`config.mk`:
```
export PLATFORM = sky130hd
export DESIGN_NAME = fft_frame_sched_flat
export DESIGN_NICKNAME = d
export VERILOG_FILES = /design/src/rtl/fft_frame_sched_if.sv /design/src/rtl/fft_frame_sched.sv /design/src/flat_wrapper.sv
export SDC_FILE = /design/constraint.sdc
export NUM_CORES = 1
export LEC_CHECK = 0
export BUFFER_PORTS_ARGS = -buffer_cell sky130_fd_sc_hd__buf_4
export CORE_MARGIN = 8
export CORE_UTILIZATION = 55
export DETAILED_ROUTE_END_ITERATION = 8
export PLACE_DENSITY = 0.8
export SLEW_MARGIN = 5
export SYNTH_ARGS = -nofsm -noshare
export SYNTH_HDL_FRONTEND = slang
export SYNTH_SLANG_ARGS = --single-unit
```
`constraint.sdc`:
```
create_clock -name clk -period 6.45 [get_ports clk]
set_clock_uncertainty 0.1 [all_clocks]
set_input_delay 0.3225 -clock clk [delete_from_list [all_inputs] [get_ports clk]]
set_output_delay 0.3225 -clock clk [all_outputs]
set_load 0.01 [all_outputs]
```
`src/rtl/fft_frame_sched_if.sv`:
```
// Control/status bundle between the FFT frame scheduler (master) and its
// capture, FFT-engine and display environment (slave).
interface fft_frame_sched_if #(
  parameter int ADDR_WIDTH   = 8,
  parameter int PERIOD_WIDTH = 24
);
  logic                    enable;
  logic                    single_shot;
  logic [PERIOD_WIDTH-1:0] period;
  logic                    cap_valid;
  logic                    cap_we;
  logic [ADDR_WIDTH-1:0]   cap_addr;
  logic                    fft_start;
  logic                    fft_done;
  logic                    disp_req;
  logic                    disp_grant;
  logic                    disp_release;
  logic                    frame_valid;
  logic [15:0]             frame_cnt;
  logic [2:0]              state;
  logic                    err_clr;
  logic                    timeout_err;

  modport master (
    input  enable, single_shot, period, cap_valid, fft_done,
           disp_req, disp_release, err_clr,
    output cap_we, cap_addr, fft_start, disp_grant, frame_valid,
           frame_cnt, state, timeout_err
  );

  modport slave (
    output enable, single_shot, period, cap_valid, fft_done,
           disp_req, disp_release, err_clr,
    input  cap_we, cap_addr, fft_start, disp_grant, frame_valid,
           frame_cnt, state, timeout_err
  );
endinterface

```
`src/rtl/fft_frame_sched.sv`:
```
// Frame pacing, capture addressing, FFT launch and output-RAM arbitration.
// Define FFT_SCHED_TIMEOUT_EN to add the COMPUTE watchdog and sticky timeout_err.
module fft_frame_sched #(
  parameter int POINTS       = 256,
  parameter int ADDR_WIDTH   = 8,
  parameter int PERIOD_WIDTH = 24,
  parameter int TIMEOUT_CYC  = 65535
) (
  input  logic             clk,
  input  logic             rst_n,
  fft_frame_sched_if.master bus
);

  typedef enum logic [2:0] {
    S_IDLE     = 3'd0,
    S_ARM      = 3'd1,
    S_CAPTURE  = 3'd2,
    S_WAIT_BUS = 3'd3,
    S_COMPUTE  = 3'd4
  } state_e;

  localparam logic [ADDR_WIDTH-1:0] LAST_ADDR = ADDR_WIDTH'(POINTS - 1);

  state_e                  state_q, state_d;
  logic [PERIOD_WIDTH-1:0] per_q, per_d;
  logic [ADDR_WIDTH-1:0]   addr_q, addr_d;
  logic                    start_q, start_d;
  logic                    fv_q, fv_d;
  logic [15:0]             cnt_q, cnt_d;
  logic                    grant_q, grant_d;
  logic                    shot_q, shot_d;

`ifdef FFT_SCHED_TIMEOUT_EN
  localparam int             WD_W    = $clog2(TIMEOUT_CYC + 1);
  localparam logic [WD_W-1:0] WD_LAST = WD_W'(TIMEOUT_CYC - 1);

  logic [WD_W-1:0] wd_q, wd_d;
  logic            err_q, err_d;
`endif

  always_comb begin
    // NOTE: every next-state signal gets its hold value first so no path leaves it unassigned (no latches).
    state_d = state_q;
    per_d   = per_q;
    addr_d  = addr_q;
    start_d = 1'b0;
    fv_d    = fv_q;
    cnt_d   = cnt_q;
    grant_d = grant_q;
    // A finished single shot parks in IDLE until enable or single_shot drops.
    shot_d  = shot_q & bus.enable & bus.single_shot;
`ifdef FFT_SCHED_TIMEOUT_EN
    wd_d    = wd_q;
    err_d   = err_q & ~bus.err_clr;
`endif

    case (state_q)
      S_IDLE: begin
        if (bus.enable && !shot_q) begin
          state_d = S_ARM;
          per_d   = bus.period;
        end
      end
      S_ARM: begin
        // ARM spans max(period, 1) cycles.
        if (!bus.enable) begin
          state_d = S_IDLE;
          addr_d  = '0;
        end else if (per_q <= PERIOD_WIDTH'(1)) begin
          state_d = S_CAPTURE;
          addr_d  = '0;
        end else begin
          per_d = per_q - PERIOD_WIDTH'(1);
        end
      end
      S_CAPTURE: begin
        if (!bus.enable) begin
          state_d = S_IDLE;
          addr_d  = '0;
        end else if (bus.cap_valid) begin
          if (addr_q == LAST_ADDR) begin
            state_d = S_WAIT_BUS;
            addr_d  = '0;
          end else begin
            addr_d = addr_q + ADDR_WIDTH'(1);
          end
        end
      end
      S_WAIT_BUS: begin
        // A fresh display request beats the FFT only when there is a spectrum worth showing.
        if (!grant_q && !(bus.disp_req && fv_q)) begin
          state_d = S_COMPUTE;
          start_d = 1'b1;
          fv_d    = 1'b0;
`ifdef FFT_SCHED_TIMEOUT_EN
          wd_d    = '0;
`endif
        end
      end
      S_COMPUTE: begin
        if (bus.fft_done) begin
          fv_d  = 1'b1;
          cnt_d = cnt_q + 16'd1;
          if (bus.single_shot || !bus.enable) begin
            state_d = S_IDLE;
            shot_d  = bus.single_shot & bus.enable;
          end else begin
            state_d = S_ARM;
            per_d   = bus.period;
          end
        end
`ifdef FFT_SCHED_TIMEOUT_EN
        else if (wd_q == WD_LAST) begin
          err_d   = 1'b1;
          state_d = S_IDLE;
        end else begin
          wd_d = wd_q + WD_W'(1);
        end
`endif
      end
      default: state_d = S_IDLE;
    endcase

    if (grant_q) begin
      if (bus.disp_release) grant_d = 1'b0;
    end else if (bus.disp_req && state_q != S_COMPUTE &&
                 !(state_q == S_WAIT_BUS && !fv_q)) begin
      grant_d = 1'b1;
    end
  end

  // NOTE: state registers use non-blocking assignments and reset asynchronously on rst_n low.
  always_ff @(posedge clk or negedge rst_n) begin
    if (!rst_n) begin
      state_q <= S_IDLE;
      per_q   <= '0;
      addr_q  <= '0;
      start_q <= 1'b0;
      fv_q    <= 1'b0;
      cnt_q   <= '0;
      grant_q <= 1'b0;
      shot_q  <= 1'b0;
    end else begin
      state_q <= state_d;
      per_q   <= per_d;
      addr_q  <= addr_d;
      start_q <= start_d;
      fv_q    <= fv_d;
      cnt_q   <= cnt_d;
      grant_q <= grant_d;
      shot_q  <= shot_d;
    end
  end

`ifdef FFT_SCHED_TIMEOUT_EN
  always_ff @(posedge clk or negedge rst_n) begin
    if (!rst_n) begin
      wd_q  <= '0;
      err_q <= 1'b0;
    end else begin
      wd_q  <= wd_d;
      err_q <= err_d;
    end
  end

  assign bus.timeout_err = err_q;
`else
  logic unused_cfg;
  assign unused_cfg      = bus.err_clr ^ TIMEOUT_CYC[0];
  assign bus.timeout_err = 1'b0;
`endif

  assign bus.cap_we      = (state_q == S_CAPTURE) && bus.cap_valid;
  assign bus.cap_addr    = addr_q;
  assign bus.fft_start   = start_q;
  assign bus.disp_grant  = grant_q;
  assign bus.frame_valid = fv_q;
  assign bus.frame_cnt   = cnt_q;
  assign bus.state       = state_q;

endmodule

```
`src/flat_wrapper.sv`:
```
// flat-port wrapper written by rule: the top's interface ports become plain ports
module fft_frame_sched_flat 
#(
  parameter int POINTS       = 256,
  parameter int ADDR_WIDTH   = 8,
  parameter int PERIOD_WIDTH = 24,
  parameter int TIMEOUT_CYC  = 65535
)
  (clk, rst_n, bus_enable, bus_single_shot, bus_period, bus_cap_valid, bus_fft_done, bus_disp_req, bus_disp_release, bus_err_clr, bus_cap_we, bus_cap_addr, bus_fft_start, bus_disp_grant, bus_frame_valid, bus_frame_cnt, bus_state, bus_timeout_err);
  fft_frame_sched_if #(.ADDR_WIDTH(ADDR_WIDTH), .PERIOD_WIDTH(PERIOD_WIDTH)) bus_i ();
  input  logic clk;
  input  logic rst_n;
  input wire logic [$bits(bus_i.enable)-1:0] bus_enable;
  input wire logic [$bits(bus_i.single_shot)-1:0] bus_single_shot;
  input wire logic [$bits(bus_i.period)-1:0] bus_period;
  input wire logic [$bits(bus_i.cap_valid)-1:0] bus_cap_valid;
  input wire logic [$bits(bus_i.fft_done)-1:0] bus_fft_done;
  input wire logic [$bits(bus_i.disp_req)-1:0] bus_disp_req;
  input wire logic [$bits(bus_i.disp_release)-1:0] bus_disp_release;
  input wire logic [$bits(bus_i.err_clr)-1:0] bus_err_clr;
  output wire logic [$bits(bus_i.cap_we)-1:0] bus_cap_we;
  output wire logic [$bits(bus_i.cap_addr)-1:0] bus_cap_addr;
  output wire logic [$bits(bus_i.fft_start)-1:0] bus_fft_start;
  output wire logic [$bits(bus_i.disp_grant)-1:0] bus_disp_grant;
  output wire logic [$bits(bus_i.frame_valid)-1:0] bus_frame_valid;
  output wire logic [$bits(bus_i.frame_cnt)-1:0] bus_frame_cnt;
  output wire logic [$bits(bus_i.state)-1:0] bus_state;
  output wire logic [$bits(bus_i.timeout_err)-1:0] bus_timeout_err;
  assign bus_i.enable = bus_enable;
  assign bus_i.single_shot = bus_single_shot;
  assign bus_i.period = bus_period;
  assign bus_i.cap_valid = bus_cap_valid;
  assign bus_i.fft_done = bus_fft_done;
  assign bus_i.disp_req = bus_disp_req;
  assign bus_i.disp_release = bus_disp_release;
  assign bus_i.err_clr = bus_err_clr;
  assign bus_cap_we = bus_i.cap_we;
  assign bus_cap_addr = bus_i.cap_addr;
  assign bus_fft_start = bus_i.fft_start;
  assign bus_disp_grant = bus_i.disp_grant;
  assign bus_frame_valid = bus_i.frame_valid;
  assign bus_frame_cnt = bus_i.frame_cnt;
  assign bus_state = bus_i.state;
  assign bus_timeout_err = bus_i.timeout_err;
  fft_frame_sched #(.POINTS(POINTS), .ADDR_WIDTH(ADDR_WIDTH), .PERIOD_WIDTH(PERIOD_WIDTH), .TIMEOUT_CYC(TIMEOUT_CYC)) u_core (.clk(clk), .rst_n(rst_n), .bus(bus_i));
endmodule
```
; After elaboration in Yosys (flattened, before gate mapping)
; Cells that the tools add are included.
[totals]
latch_bits = 0
output_inout_bits = 32
rom_bits = 0
inputBits = 33
memories = 0
reg_bits = 55
elab_cells = 86
ramBits = 0
[op_classes]
n_shift = 0
muxes = 33
n_div = 0
n_lt_le_gt_ge = 1
n_addsub = 3
eq_ne = 15
bitwise = 3
multipliers = 0
reduce_logical = 23
[ops]
columns = cell, n
row1 = 24-bit two-way mux, 5
row2 = 24-bit case mux with 3 select lines, 1
row3 = 8-bit two-way mux, 5
row4 = "24-bit by 1-bit less-or-equal comparator with 1-bit output, second input constant", 1
row5 = 3-bit two-way mux, 8
row6 = "24-bit by 1-bit subtractor with 24-bit output, second input constant", 1
row7 = "16-bit by 1-bit adder with 16-bit output, second input constant", 1
row8 = 8-bit case mux with 2 select lines, 1
row9 = 3-bit case mux with 5 select lines, 1
row10 = 6-bit AND reduction, 2
row11 = 1-bit two-way mux, 11
row12 = "8-bit by 1-bit adder with 8-bit output, second input constant", 1
row13 = "8-bit equality test, second input constant", 1
row14 = "2-bit != test, second input constant", 4
row15 = 1-bit logical AND, 7
row16 = "3-bit by 2-bit equality test with 1-bit output, second input constant", 2
row17 = 1-bit zero test, 6
row18 = "3-bit by 2-bit != test with 1-bit output, second input constant", 2
row19 = "3-bit != test, second input constant", 2
row20 = 3-bit AND reduction, 2
row21 = "2-bit by 1-bit != test with 1-bit output, second input constant", 2
row22 = 2-bit nonzero test, 2
row23 = 1-bit bitwise AND, 3
row24 = "3-bit by 1-bit equality test with 1-bit output, second input constant", 1
row25 = other kinds (6), 6

; Logic depth before layout (Yosys ltp)
[depth]
depth_word = 6
ltp_mapped = 10

; Worst setup path before layout
; OpenSTA, ideal clock, no wires.
[synth_path]
path_kind = reg2reg
start = register u_core.per_q[0]
end = register u_core.per_q[16]
setup_ps = 121
path_buffers = 1
path_stages_with_launch = 10
synth_period_minus_slack_ps = 2255
required_time_ps = 6229
t_arrival_ps = 2034
slack_ps = 4195
path_cell_list = dfrtp_1 inv_1 ha_1 or3b_2 clkbuf_1 nor2_2 nand2_1 nor3_1 a31oi_1 o22a_1
[synth_via]
elab_chain_cells = 4
elab_cells_between_ends = 7
cone_classes = add/sub: 1 / order compare: 1 / eq/ne: 1 / mux: 3 / reduce/logical: 1
[synth_rtl]
columns = element, line_no
row1 = "start, declared", fft_frame_sched.sv:25  ; logic [PERIOD_WIDTH-1:0] per_q, per_d;
row2 = "start signal, assigned", fft_frame_sched.sv:145  ; per_q <= per_d;
row3 = 24-bit by 1-bit subtractor with 24-bit output, fft_frame_sched.sv:73  ; per_d = per_q - PERIOD_WIDTH'(1);
row4 = 24-bit two-way mux, fft_frame_sched.sv:69  ; end else if (per_q <= PERIOD_WIDTH'(1)) begin
row5 = 24-bit two-way mux, fft_frame_sched.sv:66  ; if (!bus.enable) begin
row6 = 24-bit case mux with 3 select lines, fft_frame_sched.sv:57  ; case (state_q)
; Several ways; a longest one is shown, not always the timed one. The select of a mux whose other input is x is not followed.
; A chain may end at the register's enable or synchronous reset.

; Final worst setup path
[layout_path]
start = register u_core.per_q[16]
end = register u_core.per_q[14]
[layout_via]
elab_chain_cells = 3
[layout_rtl]
columns = element, line_no
row1 = 24-bit by 1-bit less-or-equal comparator with 1-bit output, fft_frame_sched.sv:69
row2 = 2-bit != test (no line), --
row3 = 6-bit AND reduction (no line), --
; No other way between the ends.

==> results.md <==
Global route:
- Across every metal layer, demand over resource in global routing totals between 10% and 20%.
- Entering global routing, the biggest net connects 56 pins.
- The number of global-route vias before repair is 2780.
- The number of antenna violations at the first check in global routing was 0.
- After global routing the overflow that remains totals 0.
- The first global-routing pass estimated 12590 um of wire.

CTS:
- The TritonCTS clock tree is done.
- The TritonCTS buffer count is 5.
- For this design, the sink count on the clock tree is 55.
- The library cell used as clock root buffer is clkbuf_8.
- In this run the deepest clock path goes through 2 buffers.
- The H-tree generated during clock tree synthesis spans 2 levels.
- The later pin in the worst-skew pair is clocked with a latency of roughly 0.32 ns.
- The clock transition at the registers of the reported paths is 0.11 ns.
- After clock tree synthesis, the repair step resized 0 gates.

Power and ir drop:
- The combinational power share is 25.1%.
- The switching part of the total power is between 30 and 40%.
- The power density normalized to cell area is 248.4 nW/um^2.
- For this design the static power due to leakage is between 0.0015 and 0.002 uW.
- In this run, the clock network consumes 22.9% of the power.
- Sequential cells burn 52.0% of the power.
- VDD sags by at most 0.1375 mV.
- The total net switching power is 333.7 uW.
- The internal power consumption is 593.4 uW.

Floorplanning:
- between 60 and 70 I/O pins were placed.
- The height of the chip is 92.30 um.
- The count of standard-cell rows is 27.
- The total core area is 5574 um^2.
- The area enclosed by the die boundary is roughly 8500 um^2.
- For this configuration, the core starts out at a cell density of 57.44%.
- The overall die width is 92.30 um.

Synthesis:
- Each instance of the synthesized netlist takes up on average 9.281 um^2.
- The Yosys step of the flow raised 0 warnings.
- The summed instance area of the synthesized netlist is ~3200 um^2.
- In the synthesized netlist the async set-or-reset flop fraction comes to 100.0%.
- The sequential area share after synthesis is 42.99%.
- The number of unique standard cell types used by synthesis is between 60 and 70.
- The biggest area contributor in the post-synthesis netlist is dfrtp_1.
- The predominant post-synthesis flop cell is dfrtp_1.
- Yosys mapped a number of flops with a built-in enable equal to 0.
- In this run the biggest area consumer among cell types represents a little over two fifths of the synthesized area.
- The cell count after synthesis came out at 345.
- The synthesis-stage register bit count is 55.
- Synthesis produced a netlist with a net count of 382.
- By area the synthesized netlist is led by dfrtp_1 (43%), o21ai_0 (6.7%), a21oi_1 (4.8%).

Setup path:
- In this run the worst path has a maximum fanout of 30.
- By startpoint and endpoint, the worst setup path is classified as reg -> reg.
- The worst path arrival time is 2.84 ns.
- For this design, the slowest cell found on the critical path is or4_1.
- The worst-case register-to-register setup slack is 3.73 ns.
- The startpoint class of the critical path is a register.
- The worst endpoint required time is 6.57 ns.
- The startpoint of the most critical register-to-register path is u_core.per_q[16]$_DFFE_PN0P_.
- The worst register-to-register path has a depth of 6.
- The critical path goes through or4_1 -> nor2_8 -> nand4_4 -> a31oi_4 -> a21oi_1 -> o2bb2a_4.
- The endpoint identified for the worst register-to-register timing path is u_core.per_q[14]$_DFFE_PN0P_.
- STA classifies the critical path endpoint as a register.
- The delay of the slowest cell on the worst path is 0.72 ns.

Timing:
- Setup repair after global routing left no endpoint under its margin.
- The clock period could shrink to 2.719 ns.
- The worst hold margin is about 0.074 ns.
- The share of the clock period used by the worst path is 42.15%.
- Setup violations remaining at the end of the flow were counted as 0.
- The number of slew-limit violations in the final report is 0.
- For the pin with the worst max-slew slack, the measured transition is 0.7924 ns.
- The number of endpoints with negative hold slack in the final report came to 0.
- For the final routed database, the setup TNS stands at 0 ns.
- The maximum clock rate is 367.8 MHz.
- The worst slew slack as a fraction of its limit is 47.18%.

Job:
- The number of max-capacitance violations reported is 0.

Routing:
- The detailed-route DRC error count is 0.
- The total routed wirelength is about 7400 um.
- Using the TritonRoute via totals, the vias-per-cell ratio works out to 5.891.
- The total vias in the final route is around 2800.
- The number of DRC markers after the initial detailed-route iteration is 168.
- The count of nets left with antenna violations once routing finished came out at 0.
- Before antenna repair, the detailed router went through 5 iterations.
- The routed wire length per instance is 15.79 um.

Layout:
- The fraction of layout cells with a size suffix above 1 is approximately a quarter.
- The number of filler cells placed in the layout is between 400 and 500.
- The sequential cell area is 1376 um^2.
- The layout overhead on the synthesized area is 16.57%.
- Summing all multi-input logic gate instances after layout gives roughly 1600 um^2.
- The count of inserted antenna diode cells is 0.
- The final layout contains between 400 and 500 nets.
- The number of non-filler instances in the completed layout is 469.

Place:
- Counting tap cells, the placed design contains a total of 460 instances.
- Input and output buffers added on the ports amount to 62.
- The congestion estimate from routability-driven global placement came to 0.8175.
- After legalization and detailed placement, the total HPWL measured 5227 um.

Hold path:
- The cell count of the worst hold path is 2.
- The hold path startpoint is bus_disp_release.
- The path with the worst hold slack has its endpoint at u_core.bus.disp_grant$_DFF_PN0_.
- The path class of the lowest-slack min-delay path is in -> reg.

Outcome:
- The flow ran to the end, and the final reports show no timing, DRC or antenna violations.
power by group through the flow:
stage / clock network [uW] / registers [uW] / logic [uW]
2_1_floorplan: 0 / 468 / 191
3_3_place_gp: 0 / 480 / 224
3_5_place_dp: 0 / 486 / 234
4_1_cts: 216 / 479 / 234
5_1_grt: 228 / 491 / 264
6_report: 213 / 482 / 233
per-layer routing:
| layer | share of wire (%) | routed length [um] | GRT usage [%] | up-vias |
|---|---|---|---|---|
| met1 | 44 | 3268 | 21.22 | 1338 |
| met3 | 6.1 | 450 | 4.681 | 5 |
| met2 | 49 | 3635 | 29.68 | 69 |
| met5 | 0 | 0 | 0 | - |
| li1 | - | - | - | 1351 |
| met4 | 0.69 | 51 | 4.027 | 0 |
critical path: cells and delay by family (launching register included):
kind,cells,cell delay (ns)
simple gates,3,1.05
compound gates,3,1.04
flops,1,0.43
layout make-up:
class / instances / share of cell area (%)
clock buffers: 5 / 1.844
clock inverters: 3 / 0.8381
inverters: 7 / 0.7040
multi-input cells: 262 / 44.18
flip-flops and latches: 55 / 36.88
well taps: 72 / 2.414
repair buffers: 65 / 13.14
repair_timing:
action / in CTS / in global routing
hold buffers: 1 / 0
endpoints found under the hold margin: 55 / 0
setup endpoints to repair: 0 / 0
setup buffers: 0 / 0
synthesized netlist by cell type (3+ instances only):
| master | number |
|---|---|
| buf_4 | 5 |
| o22a_1 | 3 |
| nand3_1 | 18 |
| nand2_1 | 19 |
| dfrtp_1 | 55 |
| o21a_1 | 3 |
| a31oi_1 | 3 |
| inv_1 | 7 |
| ha_1 | 4 |
| nand2b_1 | 5 |
| nor3b_1 | 3 |
| xor2_1 | 5 |
| buf_6 | 7 |
| or4_1 | 3 |
| nor2_1 | 31 |
| o22ai_1 | 7 |
| or3_1 | 4 |
| nor3_1 | 7 |
| nand4_1 | 3 |
| clkbuf_1 | 7 |
| nor4_1 | 6 |
| and3_1 | 9 |
| a21oi_1 | 31 |
| a21oi_2 | 3 |
| o21ai_0 | 43 |
| xnor2_1 | 10 |
cell families (layout without fill, tap and decap cells):
logic type	count (synthesis)	after routing	share of synthesized area [%]
AND/OR/NAND/NOR	130	130	23.33
AO/OA/AOI/OAI	109	109	21.34
flip-flops	55	55	42.99
buffers and inverters	28	80	5.589
XOR/XNOR	15	15	4.103
adder cells (fa/ha/maj)	4	4	1.563
multiplexers	3	3	0.9769
other	1	1	0.1171
registers in the layout, indices dropped and copies added (netlist names):
signal,cells
u_core.bus.frame_cnt,16
u_core.bus.fft_start,1
u_core.shot_q,1
u_core.bus.cap_addr,8
u_core.bus.state,3
u_core.bus.frame_valid,1
u_core.per_q,24
u_core.bus.disp_grant,1
through the flow:
stage                     power (uW)  util (%)  instance area (um^2)  setup slack (ns)
final                          927.1     66.96                  3732             3.731
after global routing           983.5     66.96                  3732             3.523
after floorplan                658.9         -                  3202             4.195
after detailed placement       719.1     64.98                  3622             3.699
after CTS                      929.3     66.96                  3732             3.699
after global placement         704.5     64.98                  3622             3.777
how the worst max path moves through the flow:
stage,startpoint,end
6_report,u_core.per_q[16]$_DFFE_PN0P_,u_core.per_q[14]$_DFFE_PN0P_
5_1_grt,u_core.per_q[10]$_DFFE_PN0P_,u_core.per_q[14]$_DFFE_PN0P_
4_1_cts,u_core.per_q[10]$_DFFE_PN0P_,u_core.per_q[14]$_DFFE_PN0P_
3_5_place_dp,u_core.per_q[10]$_DFFE_PN0P_,u_core.per_q[14]$_DFFE_PN0P_
3_3_place_gp,u_core.per_q[16]$_DFFE_PN0P_,u_core.per_q[14]$_DFFE_PN0P_
2_1_floorplan,u_core.per_q[0]$_DFFE_PN0P_,u_core.per_q[16]$_DFFE_PN0P_
cell usage in the layout (no fill, tap or decap), drive strengths merged, types with 5 or more instances in the layout:
master | synthesis | layout
nor3 | 7 | 7
o21ai | 43 | 43
nor2 | 33 | 33
nand2b | 6 | 6
inv | 7 | 10
nor4 | 7 | 7
xor2 | 5 | 5
nand3 | 18 | 18
or3 | 5 | 5
a21oi | 34 | 34
buf | 14 | 64
clkbuf | 7 | 5
and3 | 9 | 9
xnor2 | 10 | 10
dfrtp | 55 | 55
o22ai | 7 | 7
nand2 | 20 | 20
(Power assumes the default switching activity.)
